## config.mk

```make
export PLATFORM = sky130hd
export DESIGN_NAME = inst_fetch_queue
export DESIGN_NICKNAME = d
export VERILOG_FILES = /design/src/rtl/inst_fetch_queue.sv
export SDC_FILE = /design/constraint.sdc
export NUM_CORES = 1
export LEC_CHECK = 0
export ABC_CLOCK_PERIOD_IN_PS = 8810
export CORE_AREA = 2 2 153 155
export DETAILED_ROUTE_END_ITERATION = 7
export DIE_AREA = 0 0 155 157
export PLACE_DENSITY = 0.84
export SLEW_MARGIN = 40
export SYNTH_ARGS = -nofsm -noshare
export SYNTH_HDL_FRONTEND = slang
export SYNTH_SLANG_ARGS = --single-unit
```

## constraint.sdc

```tcl
create_clock -name clk -period 8.81 [get_ports clk]
set_input_delay 1.3215 -clock clk [delete_from_list [all_inputs] [get_ports clk]]
set_output_delay 1.3215 -clock clk [all_outputs]
set_load 0.02 [all_outputs]
```

## src/rtl/inst_fetch_queue.sv

```systemverilog
// Purpose  : instruction-fetch front end; owns the fetch PC, issues sequential reads to
//            inst_sram and buffers returned {pc,inst} pairs in a DEPTH-entry queue for if_id.
// Latency  : issue in cycle N -> head visible in N+2 (N+1 with IFQ_BYPASS_EN); 1 fetch/cycle.
// Backpress: deq_ready_i=0 holds the head; fetches stop once queued + in-flight reach DEPTH,
//            so the returning read always has a free slot.
//
// Optional feature macro: IFQ_BYPASS_EN -- when the queue is empty, the returning read is
// presented on the dequeue port in its return cycle and skips storage if it is consumed.
//
// Ports
//   clk, rst                     clock / synchronous active-high reset
//   flush_i, flush_pc_i          redirect: drop queue and in-flight read, refetch from target
//   inst_sram_en/addr/rdata      fetch request and 1-cycle-latency read data
//   deq_valid_o/ready_i          head handshake towards if_id
//   deq_pc_o, deq_inst_o         head entry, forced to 0 when not valid
//   count_o                      number of entries held in storage
module inst_fetch_queue #(
   parameter int                 ADDR_W   = 32,
   parameter int                 INST_W   = 32,
   parameter int                 DEPTH    = 4,
   parameter logic [ADDR_W-1:0]  RESET_PC = ADDR_W'(32'hbfc00000)
) (
   input  logic                        clk,
   input  logic                        rst,
   input  logic                        flush_i,
   input  logic [ADDR_W-1:0]           flush_pc_i,
   output logic                        inst_sram_en,
   output logic [ADDR_W-1:0]           inst_sram_addr,
   input  logic [INST_W-1:0]           inst_sram_rdata,
   output logic                        deq_valid_o,
   input  logic                        deq_ready_i,
   output logic [ADDR_W-1:0]           deq_pc_o,
   output logic [INST_W-1:0]           deq_inst_o,
   output logic [$clog2(DEPTH+1)-1:0]  count_o
);

   localparam int CNT_W = $clog2(DEPTH+1);
   localparam int PTR_W = $clog2(DEPTH);

   // fetch state
   logic [ADDR_W-1:0] fetch_pc;
   logic              req_vld_q;
   logic [ADDR_W-1:0] req_pc_q;

   // queue storage
   logic [ADDR_W-1:0] pc_mem   [DEPTH];
   logic [INST_W-1:0] inst_mem [DEPTH];
   logic [PTR_W-1:0]  rd_ptr;
   logic [PTR_W-1:0]  wr_ptr;
   logic [CNT_W-1:0]  count;

   // handshake / control
   logic              head_ok;
   logic              fifo_vld;
   logic              byp;
   logic              pop;
   logic              fifo_pop;
   logic              push;
   logic              issue;
   logic [CNT_W:0]    occ;

   // Nothing is presented or fetched in a reset or redirect cycle.
   assign head_ok  = !rst && !flush_i;
   assign fifo_vld = (count != '0);

`ifdef IFQ_BYPASS_EN
   assign byp = head_ok && !fifo_vld && req_vld_q;
`else
   assign byp = 1'b0;
`endif

   assign deq_valid_o = head_ok && (fifo_vld || byp);
   assign pop         = deq_valid_o && deq_ready_i;
   // A bypassed entry is consumed straight from the read port, never from storage.
   assign fifo_pop    = pop && !byp;
   assign push        = head_ok && req_vld_q && !(byp && pop);

   // Credit check: stored entries plus the read in flight, minus what leaves this cycle,
   // must leave room for the read issued now. pop implies occ >= 1, so no underflow.
   assign occ   = {1'b0, count} + (CNT_W+1)'(req_vld_q) - (CNT_W+1)'(pop);
   assign issue = head_ok && (occ < (CNT_W+1)'(DEPTH));

   assign inst_sram_en   = issue;
   assign inst_sram_addr = fetch_pc;
   assign count_o        = count;

   always_comb begin
      deq_pc_o   = '0;
      deq_inst_o = '0;
      if (deq_valid_o) begin
         if (byp) begin
            deq_pc_o   = req_pc_q;
            deq_inst_o = inst_sram_rdata;
         end else begin
            deq_pc_o   = pc_mem[rd_ptr];
            deq_inst_o = inst_mem[rd_ptr];
         end
      end
   end

   always_ff @(posedge clk) begin
      if (rst) begin
         fetch_pc  <= RESET_PC;
         req_vld_q <= 1'b0;
         req_pc_q  <= '0;
         count     <= '0;
         rd_ptr    <= '0;
         wr_ptr    <= '0;
      end else if (flush_i) begin
         // The read returning this cycle is dropped along with everything queued.
         fetch_pc  <= flush_pc_i;
         req_vld_q <= 1'b0;
         count     <= '0;
         rd_ptr    <= '0;
         wr_ptr    <= '0;
      end else begin
         req_vld_q <= issue;
         if (issue) begin
            fetch_pc <= fetch_pc + ADDR_W'(4);
            req_pc_q <= fetch_pc;
         end
         if (push)
            wr_ptr <= wr_ptr + PTR_W'(1);
         if (fifo_pop)
            rd_ptr <= rd_ptr + PTR_W'(1);
         count <= count + CNT_W'(push) - CNT_W'(fifo_pop);
      end
   end

   // Storage needs no reset: count gates every read of it.
   always_ff @(posedge clk) begin
      if (push) begin
         pc_mem[wr_ptr]   <= req_pc_q;
         inst_mem[wr_ptr] <= inst_sram_rdata;
      end
   end

   // The credit rule must make a push into a full queue impossible.
   assert property (@(posedge clk) disable iff (rst)
      !(push && !fifo_pop && (count == CNT_W'(DEPTH))));

endmodule
```

==> summary.txt <==
Int Pwr - 2.62 mW
Crit path time final - 6.65 ns
Reg power frac - 52.8%
Top delay family on crit path - buffers and inverters
Req. time, crit path - 7.49 ns
Initial Util - 59.0%
Cts hold-fix bufs - 0
Power Total - 3.27 mW
Num Clock Sinks - 330
Syn nets - 920
RePlAce Congestion - 0.849
Post-route ant nets - 0
Worst-skew pair later-pin latency - 0.50 ns
Total GRT Usage - 23.2%
Ys async rst share - 0%
Layout cells sized above 1 - 14.3%
CP Data Arrival Time - 5.33 ns
Commonest non-fill, non-tap cells in the layout - 256 x edfxtp_1, 167 x clkdlybuf4s50_1, 79 x nand2_1
MaxCap Viol Count - 0
Worst rel slew slack - 47.3%
TritonRoute pass-1 iters - 5
Syn Inst Count - 843
Worst Path Max Fanout - 32
Synth warn - 0
Unrepaired setup endpoints after global routing - no
Hold Fails Final Rpt - 0
Setup CP Type - in -> out
Synth cell types - 61
Mapped cell area - 0.0133 mm^2
Max Root-Sink Buffers - 3
Static leakage - 5.32 nW
Slew Viols, Final - 0
Main synth FF type - edfxtp_1
# rows - 55
CTS tree - done
VDD IR-drop max - 0.000123 V
Initial antenna violation count - 2
CP Buf/Inv Count - 5
Yosys reg bits - 330
CTS Buf Count - 34
NetSw - 656 uW
CTS Root Cell - clkbuf_16
Sw frac - 20.0%
Setup Skew - 0.0129 ns
Least-Margin Pin Slew - 0.790 ns
Post-synth EDFFs - 256
H-Tree Depth - 2
Final period util - 75.5%
Final wirelength - 27.7 mm
CP peak stage delay - 0.56 ns
Synth-to-Final Area Change - 23.9%
Die W - 155 um
Via density per instance - 5.95
Global route overflow - 0
Clock Pin Slew Worst Setup and Hold Paths - 0.06 ns
PwrDens - 199 mW/mm^2
Worst Setup End Kind - output port
Crit-path cells - clkdlybuf4s50_1, buf_4, or2_2, nor2_4, nand2_1, or2_2, ha_1, nand3_1, mux2_4, o21a_1, o21ai_4, buf_8, clkinv_1, clkdlybuf4s50_1
Status - completed
Finished Core Util - 73.1%
Core Area - 0.0225 mm^2
Die height - 157 um
DR vias - 7861
Post-Syn Area per Cell - 15.7 um^2
HP Class - reg -> reg
Die area - 0.0243 mm^2
Wire length of the first global-routing pass - 43.7 mm
IO Pins - 169
Largest net degree at the start of global routing - 78
Number of DRC markers in iteration 0 - 705
Fillers - 1383
Slowest CP cell - clkdlybuf4s50_1
Final setup fails - 0
CTS-repair resized insts - 0
Setup bufs post-CTS - 0
Number of global-route vias before repair - 7907
Residual DRC - 0
Commonest non-fill, non-tap cell in the layout - edfxtp_1
PortBufs - 168
Post-DP HPWL - 17.0 mm
Combinational share of power - 4.4%
Routed wire per std cell - 21.0 um
Clk pwr share - 42.8%
Sum Neg Setup Slack - 0 ns
Seq/Total Area, Yosys - 69.1%
Max Freq - 150 MHz
Final #Nets - 1088
CP startpoint kind - primary input
-- worst paths after layout --
path | start | endpoint | slack, ns | depth (start not counted)
hold / removal | inst_sram_addr[0] | req_pc_q[0] | 0.50 | 2
hold reg to reg | inst_sram_addr[0] | req_pc_q[0] | 0.50 | 2
setup reg to reg | count_o[0] | inst_sram_addr[24] | 4.93 | 14
setup / recovery | flush_i | inst_sram_en | 2.16 | 14
-- cell usage after synthesis (all sizes together), types with 2 or more instances --
library cell  number  area [um^2]
a311oi             9         78.8
a211oi            18          160
nor3b              3         22.5
o31ai              2         15.0
inv               18         67.6
ha                 8          100
o21ai              8         47.5
nor2b              2         12.5
o211ai             3         22.5
nand3             15         75.1
nor3              10         50.1
xnor2             12          105
nor4               2         18.8
and3               8         50.1
nand2             79          297
xor2               3         26.3
mux4              64         1440
clkbuf            33          124
nand4              8         50.1
and2              66          413
or3                9         56.3
and4               2         17.5
or2                2         12.5
a2111oi            7          106
buf               17         87.6
dfxtp             74         1480
nand3b             3         35.0
o311ai             3         26.3
a21oi             41          216
edfxtp           256         7690
nor2              32          120
nor4b              4         35.0
mux2i              5         50.1
-- power groups by stage --
stage | Sequential, mW | Clock (mW) | Combinational, mW
2_1_floorplan | 1.76 | 0 | 0.0584
3_3_place_gp | 1.76 | 0 | 0.139
3_5_place_dp | 1.76 | 0 | 0.143
4_1_cts | 1.73 | 1.43 | 0.145
5_1_grt | 1.73 | 1.48 | 0.157
6_report | 1.73 | 1.40 | 0.146
-- layout make-up --
cell class                      instances  area (um^2)  area share, %
Timing Repair Buffer                  182         1870           11.4
Clock buffer                           45          956           5.81
Antenna cell                            1         2.50         0.0152
Inverter                               19         71.3          0.434
Multi-Input combinational cell        444         3860           23.5
Tap cell                              285          357           2.17
Sequential cell                       330         9180           55.8
Clock inverter                         15          149          0.905
-- stage by stage --
step	hold WS [ns]	instances	instance area, um^2	setup slack (ns)
after floorplan	0.459	843	13300	3.49
after global placement	0.459	1253	15200	2.00
after detailed placement	0.473	1260	15300	2.20
after CTS	0.496	1320	16400	2.17
after global routing	0.524	1320	16400	1.92
final	0.497	1321	16400	2.16
-- routing by layer --
layer  wire (um)  GRT usage, %  vias to the layer above
met5          13             0                        -
met4         438          5.91                        2
met3        2120          4.57                       42
met2       13400          37.9                      367
met1       11700          32.7                     3868
li1            -             -                     3582
-- registers in the layout, indices dropped and copies added (netlist names), named ones only --
register / count
count_o: 3
inst_mem: 128
inst_sram_addr: 32
pc_mem: 128
rd_ptr: 2
req_pc_q: 32
req_vld_q: 1
wr_ptr: 2
-- worst reg2reg max path: stages (launching register included) --
cell,delay (ns)
dfxtp_1,0.49
nor3_1,0.14
nor2_4,0.10
nand2_1,0.10
or2_2,0.32
ha_1,0.34
nand3_1,0.10
mux2_4,0.33
a211oi_2,0.36
o21ai_4,0.23
buf_8,0.26
clkinv_1,0.09
buf_4,0.35
nand3_1,0.24
o311ai_0,0.33
-- logic make-up after synthesis --
family | synth area share (%)
DFF | 69.1
buffers and inverters | 2.13
xor gates and xnor gates | 0.990
and+or+nand+nor | 9.71
AOI/OAI and AO/OA | 5.82
adders and majority gates | 0.905
muxes | 11.4
Power figures use the tool's default switching activity.
